$ cat src/rtl/datapath_regbank_if.sv
// Control word, bus and memory signals between the control unit and the register bank.
interface datapath_regbank_if #(
    parameter int unsigned DATA_W = 16,
    parameter int unsigned ADDR_W = 16,
    parameter int unsigned IR_W   = 8
) ();
    logic [2:0]        bflag;
    logic [7:0]        cflag;
    logic              pcinc;
    logic              r1inc;
    logic              r2inc;
    logic              r3inc;
    logic              acinc;
    logic              fetch;
    logic              finish;
    logic [DATA_W-1:0] c_bus;
    logic [DATA_W-1:0] mem_rdata;
    logic [DATA_W-1:0] b_bus;
    logic [DATA_W-1:0] ac;
    logic [IR_W-1:0]   ir;
    logic              z;
    logic [ADDR_W-1:0] mem_addr;
    logic [DATA_W-1:0] mem_wdata;
    logic              mem_we;

    // Control unit / ALU / memory side.
    modport master (
        output bflag, cflag, pcinc, r1inc, r2inc, r3inc, acinc, fetch, finish,
        output c_bus, mem_rdata,
        input  b_bus, ac, ir, z, mem_addr, mem_wdata, mem_we
    );

    // Register bank side.
    modport slave (
        input  bflag, cflag, pcinc, r1inc, r2inc, r3inc, acinc, fetch, finish,
        input  c_bus, mem_rdata,
        output b_bus, ac, ir, z, mem_addr, mem_wdata, mem_we
    );
endinterface

$ cat src/rtl/datapath_regbank.sv
// Datapath register bank: AR, PC, R1-R3, R, AC and IR, with B-bus steering into the ALU,
// C-bus write-back and data-memory address/write strobe.
module datapath_regbank #(
    parameter int unsigned DATA_W = 16,
    parameter int unsigned ADDR_W = 16,
    parameter int unsigned IR_W   = 8
) (
    input logic              clk,
    input logic              rst,
    datapath_regbank_if.slave bus
);
    // Common width so AR can take c_bus zero-extended or truncated.
    localparam int unsigned EXT_W = (ADDR_W > DATA_W) ? ADDR_W : DATA_W;
    localparam logic [DATA_W-1:0] ONE = DATA_W'(1);

    logic [ADDR_W-1:0] ar_q;
    logic [DATA_W-1:0] pc_q, r1_q, r2_q, r3_q, r_q, ac_q;
    logic [IR_W-1:0]   ir_q;
    logic [EXT_W-1:0]  c_ext;
    logic [ADDR_W-1:0] ar_load;

    assign c_ext   = EXT_W'(bus.c_bus);
    assign ar_load = c_ext[ADDR_W-1:0];

    // Register updates: reset beats finish, finish freezes everything, a load beats an increment.
    always_ff @(posedge clk) begin
        if (rst) begin
            ar_q <= '0;
            pc_q <= '0;
            r1_q <= '0;
            r2_q <= '0;
            r3_q <= '0;
            r_q  <= '0;
            ac_q <= '0;
            ir_q <= '0;
        end else if (!bus.finish) begin
            if (bus.cflag[7]) ar_q <= ar_load;

            if (bus.cflag[6])   pc_q <= bus.c_bus;
            else if (bus.pcinc) pc_q <= pc_q + ONE;

            if (bus.cflag[5])   r1_q <= bus.c_bus;
            else if (bus.r1inc) r1_q <= r1_q + ONE;

            if (bus.cflag[4])   r2_q <= bus.c_bus;
            else if (bus.r2inc) r2_q <= r2_q + ONE;

            if (bus.cflag[3])   r3_q <= bus.c_bus;
            else if (bus.r3inc) r3_q <= r3_q + ONE;

            if (bus.cflag[2]) r_q <= bus.c_bus;

            if (bus.cflag[1])   ac_q <= bus.c_bus;
            else if (bus.acinc) ac_q <= ac_q + ONE;

            if (bus.fetch) ir_q <= bus.mem_rdata[IR_W-1:0];
        end
    end

    // B-bus source select into the ALU.
    always_comb begin
        bus.b_bus = '0;
        case (bus.bflag)
            3'd0:    bus.b_bus = '0;
            3'd1:    bus.b_bus = pc_q;
            3'd2:    bus.b_bus = r1_q;
            3'd3:    bus.b_bus = r2_q;
            3'd4:    bus.b_bus = r3_q;
            3'd5:    bus.b_bus = r_q;
            3'd6:    bus.b_bus = ac_q;
            default: bus.b_bus = bus.mem_rdata;
        endcase
    end

    // Outputs derived directly from registered state and the current control word.
    always_comb begin
        bus.ac        = ac_q;
        bus.ir        = ir_q;
        bus.z         = (ac_q == '0);
        bus.mem_addr  = ar_q;
        bus.mem_wdata = bus.c_bus;
        bus.mem_we    = bus.cflag[0] & ~bus.finish & ~rst;
    end
endmodule

$ cat src/flat_wrapper.sv
// flat-port wrapper written by rule: the top's interface ports become plain ports
module datapath_regbank_flat 
#(
    parameter int unsigned DATA_W = 16,
    parameter int unsigned ADDR_W = 16,
    parameter int unsigned IR_W   = 8
)
  (clk, rst, bus_bflag, bus_cflag, bus_pcinc, bus_r1inc, bus_r2inc, bus_r3inc, bus_acinc, bus_fetch, bus_finish, bus_c_bus, bus_mem_rdata, bus_b_bus, bus_ac, bus_ir, bus_z, bus_mem_addr, bus_mem_wdata, bus_mem_we);
  datapath_regbank_if #(.DATA_W(DATA_W), .ADDR_W(ADDR_W), .IR_W(IR_W)) bus_i ();
  input logic clk;
  input logic rst;
  input wire logic [$bits(bus_i.bflag)-1:0] bus_bflag;
  input wire logic [$bits(bus_i.cflag)-1:0] bus_cflag;
  input wire logic [$bits(bus_i.pcinc)-1:0] bus_pcinc;
  input wire logic [$bits(bus_i.r1inc)-1:0] bus_r1inc;
  input wire logic [$bits(bus_i.r2inc)-1:0] bus_r2inc;
  input wire logic [$bits(bus_i.r3inc)-1:0] bus_r3inc;
  input wire logic [$bits(bus_i.acinc)-1:0] bus_acinc;
  input wire logic [$bits(bus_i.fetch)-1:0] bus_fetch;
  input wire logic [$bits(bus_i.finish)-1:0] bus_finish;
  input wire logic [$bits(bus_i.c_bus)-1:0] bus_c_bus;
  input wire logic [$bits(bus_i.mem_rdata)-1:0] bus_mem_rdata;
  output wire logic [$bits(bus_i.b_bus)-1:0] bus_b_bus;
  output wire logic [$bits(bus_i.ac)-1:0] bus_ac;
  output wire logic [$bits(bus_i.ir)-1:0] bus_ir;
  output wire logic [$bits(bus_i.z)-1:0] bus_z;
  output wire logic [$bits(bus_i.mem_addr)-1:0] bus_mem_addr;
  output wire logic [$bits(bus_i.mem_wdata)-1:0] bus_mem_wdata;
  output wire logic [$bits(bus_i.mem_we)-1:0] bus_mem_we;
  assign bus_i.bflag = bus_bflag;
  assign bus_i.cflag = bus_cflag;
  assign bus_i.pcinc = bus_pcinc;
  assign bus_i.r1inc = bus_r1inc;
  assign bus_i.r2inc = bus_r2inc;
  assign bus_i.r3inc = bus_r3inc;
  assign bus_i.acinc = bus_acinc;
  assign bus_i.fetch = bus_fetch;
  assign bus_i.finish = bus_finish;
  assign bus_i.c_bus = bus_c_bus;
  assign bus_i.mem_rdata = bus_mem_rdata;
  assign bus_b_bus = bus_i.b_bus;
  assign bus_ac = bus_i.ac;
  assign bus_ir = bus_i.ir;
  assign bus_z = bus_i.z;
  assign bus_mem_addr = bus_i.mem_addr;
  assign bus_mem_wdata = bus_i.mem_wdata;
  assign bus_mem_we = bus_i.mem_we;
  datapath_regbank #(.DATA_W(DATA_W), .ADDR_W(ADDR_W), .IR_W(IR_W)) u_core (.clk(clk), .rst(rst), .bus(bus_i));
endmodule
$ cat config.mk
export PLATFORM = sky130hd
export DESIGN_NAME = datapath_regbank_flat
export DESIGN_NICKNAME = d
export VERILOG_FILES = /design/src/rtl/datapath_regbank_if.sv /design/src/rtl/datapath_regbank.sv /design/src/flat_wrapper.sv
export SDC_FILE = /design/constraint.sdc
export NUM_CORES = 1
export LEC_CHECK = 0
export ABC_AREA = 1
export CORE_ASPECT_RATIO = 0.9
export CORE_MARGIN = 3
export CORE_UTILIZATION = 58
export CTS_CLUSTER_SIZE = 10
export DETAILED_ROUTE_END_ITERATION = 12
export PLACE_DENSITY_LB_ADDON = 0.12
export SETUP_SLACK_MARGIN = 0.15
export SLEW_MARGIN = 20
export SYNTH_ARGS = -nofsm -noshare
export SYNTH_HDL_FRONTEND = slang
export SYNTH_SLANG_ARGS = --single-unit
$ cat constraint.sdc
create_clock -name clk -period 2.8 [get_ports clk]
set_input_delay 0.28 -clock clk [delete_from_list [all_inputs] [get_ports clk]]
set_output_delay 0.28 -clock clk [all_outputs]
set_load 0.01 [all_outputs]
-- Yosys cells after proc, flatten, opt, wreduce, memory -nomap -nowiden
Index checks and enable logic that the tools add are counted.
- bits in registers: 120
- memories kept: 0
- logic and storage cells: 49
- latch bits: 0
- bits of input ports: 52
- bits in writable memories: 0
- ROM bits: 0
- $mul: 0
- equal/unequal tests: 6
- reductions and logical operators: 15
- $add $sub $neg: 5
- $lt $le $gt $ge: 0
- multiplexer cells: 11
- divide/modulo/power cells: 0
- bitwise operators: 4
- shift operators: 0
- operators by type and width (cell ; number):
    2-to-1 mux 16 bit ; 10
    one-hot mux 16 bit (7 select lines) ; 1
    adder 16 x 1 -> 16 bit, second input constant ; 5
    zero test 16 bit ; 1
    AND reduction 2 bit ; 8
    nonzero test 2 bit ; 5
    equality test 3 bit, second input constant ; 3
    equality test 3 x 2 -> 1 bit, second input constant ; 2
    equality test 3 x 1 -> 1 bit, second input constant ; 1
    zero test 3 bit ; 1
    AND 1 bit ; 2
    inverter 1 bit ; 2

-- Longest topological paths before layout
- word-level depth: 3
- depth in mapped cells: 9
- depth with buffers taken out: 9

-- Least setup slack after synthesis
No wires, ideal clock.
- kind: register to output
- start point: register u_core.ac_q[0] (netlist: u_core.bus.ac[0])
- end point: output port bus_z
- setup slack: 1396 ps
- data required time: 2520 ps
- cell stages (with the launch flop): 5
- data arrival time: 1124 ps
- cells stage by stage: dfxtp_1 inv_1 ha_1 nand3_1 nor4_1
- word-level cells in the longest chain between the ends: 1
- ends and longest elaborated chain (element ; RTL line ; RTL):
    from (decl) ; datapath_regbank.sv:17 ; logic [DATA_W-1:0] pc_q, r1_q, r2_q, r3_q, r_q, ac_q;
    from (signal assigned) ; datapath_regbank.sv:53 ; if (bus.cflag[1]) ac_q <= bus.c_bus;
    from (signal assigned) ; datapath_regbank.sv:54 ; else if (bus.acinc) ac_q <= ac_q + ONE;
    zero test 16 bit ; datapath_regbank.sv:79 ; bus.z = (ac_q == '0);
    to (decl) ; flat_wrapper.sv:26 ; output wire logic [$bits(bus_i.z)-1:0] bus_z;
Every way passes these cells.

-- Final worst setup path
- start point: input port bus_bflag[2]
- end point: output port bus_b_bus[0]
- word-level cells in the longest chain between the ends: 2
- elaborated cells on any way between the ends: 8
- classes of those cells: eq/ne (6); mux (1); reduce/logical (1)
- ends and longest elaborated chain (element ; RTL line ; RTL):
    from (decl) ; flat_wrapper.sv:12 ; input wire logic [$bits(bus_i.bflag)-1:0] bus_bflag;
    equality test 3 bit, or another cell as far along ; datapath_regbank.sv:63 ; case (bus.bflag)
    one-hot mux 16 bit (7 select lines) (*) ; datapath_regbank.sv:63 ;
    to (decl) ; flat_wrapper.sv:23 ; output wire logic [$bits(bus_i.b_bus)-1:0] bus_b_bus;
Mark *: on every way between the ends. The rest lies on a longest branch, timed or not.

==> impl_metrics.py <==
metrics = {
    "synthesis": {
        "synth_cell_types": 26,
        "ys_async_sr_fraction_pct": 0,
        "synth_fp_nets": 1276,
        "yosysTopAreaCellShare_pct": 31.97,
        "synth_seq_cells": 120,
        "avgSynthCellArea_sq_um": 6.170,
        "synth_most_common_cell": "nand2_1",
        "ys_seq_area_share_pct": 31.97,
        "syn_inst": 1218,
        "synth_area_leader_cell": "dfxtp_1",
        "yosys-top-cells-area": "dfxtp_1 32%, nand2_1 14%, a21oi_1 9.1%",
        "synth_enable_flop_cells": 0,
        "synth_common_cells": "282 x nand2_1, 162 x inv_1, 136 x a21oi_1",
        "yosysWarningCount": 0,
        "synth_top_flop_cell": "dfxtp_1",
        "synth_area_sq_um": 7515,
    },
    "clocking": {
        "cts_tree": "yes",
        "cts.path.max_buffers": 2,
        "root_buffer": "clkbuf_16",
        "clkTransAtPathRegs_ns": 0.06,
        "cts.repair.resized": 9,
        "numCtsBuffers": 17,
        "cts.sinks": 120,
        "postCtsSetupBuffers": 0,
        "cts-hold-fix-buffers": 0,
        "clkLatencyLatePin_ns": 0.43,
        "htree_num_levels": 4,
    },
    "timing": {
        "worst_slew_pin_slew_ns": 0.7973,
        "period_needed_ns": 2.433,
        "hold_viol": 0,
        "rsz0062_at_grt": "no",
        "max_slew_margin_pct": 46.85,
        "max_clock_freq_mhz": 411.0,
        "setup_viol": 0,
        "skew_ns": 0.007816,
        "timing.final.crit_share_pct": 86.89,
        "slew_violations": 0,
        "final.setup.tns_ns": 0,
    },
    "detailed_routing": {
        "firstDrtPassIters": 7,
        "drtAntennaViolNets": 0,
        "routed_via_density": 6.127,
        "wirelength_microns": 28050,
        "drc": 0,
        "drtIter0Drc": 1419,
        "detail_route.wl_per_cell_microns": 18.82,
        "dr_total_vias": 9129,
    },
    "power_and_ir_drop": {
        "power_density_nw_per_um2": 547.0,
        "p_total_mw": 5.163,
        "power_leakage_nw": 3.560,
        "ir_drop_mv": 0.4690,
    },
    "worst_setup_path": {
        "endpoint_kind": "output pin",
        "worst-setup-path-type": "input pin to output pin",
        "cp_cell_sequence": "dlymetal6s2s_1, inv_1, nand3_1, buf_4, o22ai_1, nor3_2, o21ai_1, clkdlybuf4s50_1",
        "cp-startpoint": "bus_bflag[2]",
        "slowest_stage": "clkdlybuf4s50_1",
        "arrival_ns": 2.15,
        "worstPathRequired_ns": 2.52,
        "r2r-start": "u_core.bus.ac[1]$_SDFFE_PP0P_",
        "cp_top_family": "buffers and inverters",
        "critPathMaxFanout": 16,
        "cp-start-kind": "input pin",
        "r2r-end": "u_core.bus.ac[14]$_SDFFE_PP0P_",
        "crit_path_max_incr_delay_ns": 0.50,
        "regToRegSetupSlack_ns": 1.23,
        "critPathBufInv": 4,
        "rr_worst_depth": 8,
    },
    "flow_run": {
        "cap_violations": 0,
    },
    "placed_design": {
        "place_congestion": 0.9913,
        "post-dp-hpwl_microns": 19520,
        "place.port_buffers": 125,
    },
    "global_route": {
        "grt_pass1_vias": 8220,
        "grt_overflow": 0,
        "grt_max_degree": 67,
        "grt_pass1_wl_microns": 43640,
        "grt_use_total_pct": 38.31,
        "antenna_found_initial": 0,
    },
    "outcome": {
        "status": "finished, final reports clean",
    },
    "floorplanning": {
        "io_pins": 126,
        "die_height_microns": 114.0,
        "die_area_sq_um": 14360,
        "die_w_microns": 126.0,
        "core_sq_um": 12360,
        "rows": 38,
        "initial_core_util_pct": 60.79,
    },
    "layout": {
        "diodes": 0,
        "drive_above_1_share_pct": 5.489,
        "area.growth.synth_to_final_pct": 25.61,
        "postLayoutCoreUtil_pct": 76.36,
        "n_fill_cell": 1008,
        "ff_latch_area_sq_um": 2402,
        "multi_input_area_sq_um": 4123,
        "finalNetCount": 1375,
    },
    "min_path": {
        "hold_class": "input pin to flop",
        "hp-start": "bus_mem_rdata[4]",
        "holdPathEnd": "u_core.bus.ir[4]$_SDFFE_PP0P_",
        "holdPathStages": 3,
    },
}
[placed cells by master, fill, tap and decap left out, types with 2 or more instances in the layout]
cell type and n:
nand2_1 282, inv_1 161, a21oi_1 136, o21ai_0 135
clkdlybuf4s50_1 121, dfxtp_1 120, nor2_1 89, nand3_1 88
o22ai_1 58, buf_4 26, nand4_1 22, clkbuf_16 17
nor3_1 11, a31oi_1 10, ha_1 6, o31ai_1 5
nor3_2 5, a221oi_1 4, nand3_4 4, clkinv_1 4
clkinvlp_4 4, clkinv_4 4, bufinv_16 4, dlymetal6s2s_1 3
inv_2 2
[stage by stage]
step / setup WS [ns] / std cells / hold WS [ns] / cell area (sq um)
final: 0.3670 / 1490 / 0.4008 / 9439
after detailed placement: 0.02423 / 1458 / 0.4472 / 8718
after floorplan: 1.396 / 1218 / 0.4232 / 7515
after global routing: 0.2915 / 1490 / 0.4446 / 9439
after CTS: 0.1480 / 1490 / 0.3975 / 9404
after global placement: 0.1097 / 1458 / 0.4463 / 8718
[state kept, by name, summed over array words and instances, names as in the netlist]
signal and cells:
u_core.bus.ac 16, u_core.bus.ir 8, u_core.bus.mem_addr 16, u_core.pc_q 16
u_core.r1_q 16, u_core.r2_q 16, u_core.r3_q 16, u_core.r_q 16
[metal layers]
layer / track usage, % / routed length (microns)
met4: 21.52 / 1667
met1: 48.15 / 10670
met5: 0 / 0
met2: 57.78 / 12020
met3: 12.97 / 3687
[logic make-up (layout without fill, tap and decap cells)]
family	Yosys count	count (layout)	share of synthesized area [%]
flops	120	120	31.97
fa+ha+maj	6	6	0.9990
buf+inv	238	350	14.17
compound gates	350	350	24.94
simple gates	504	504	27.92
[where the power goes]
group	internal (mW)	total [mW]	switching, mW
Sequential	1.81	1.91	0.0989
Clock	1.52	2.38	0.861
Combinational	0.353	0.876	0.523
[how the worst max path moves through the flow]
stage	end	slack, ns	depth (start not counted)
2_1_floorplan	bus_z	1.40	4
3_3_place_gp	bus_b_bus[8]	0.11	8
3_5_place_dp	bus_b_bus[0]	0.02	7
4_1_cts	bus_b_bus[14]	0.15	8
5_1_grt	bus_b_bus[14]	0.29	8
6_report	bus_b_bus[0]	0.37	8
[worst reg2reg max path: cells and delay by family, from the launching register on]
| family | cells | cell delay (ns) |
|---|---|---|
| adder cells (fa/ha/maj) | 1 | 0.27 |
| flip-flops | 1 | 0.45 |
| AND/OR/NAND/NOR | 6 | 0.64 |
| AO/OA/AOI/OAI | 1 | 0.06 |
[final cells by class]
cell class	instances	area share (%)
Clock inverter	14	2.108
Clock buffer	18	4.653
Multi-Input combinational cell	860	43.68
Sequential cell	120	25.45
Inverter	167	6.641
Tap cell	160	2.121
Timing Repair Buffer	151	15.35
Note: power is estimated with default switching activity, not from simulation.
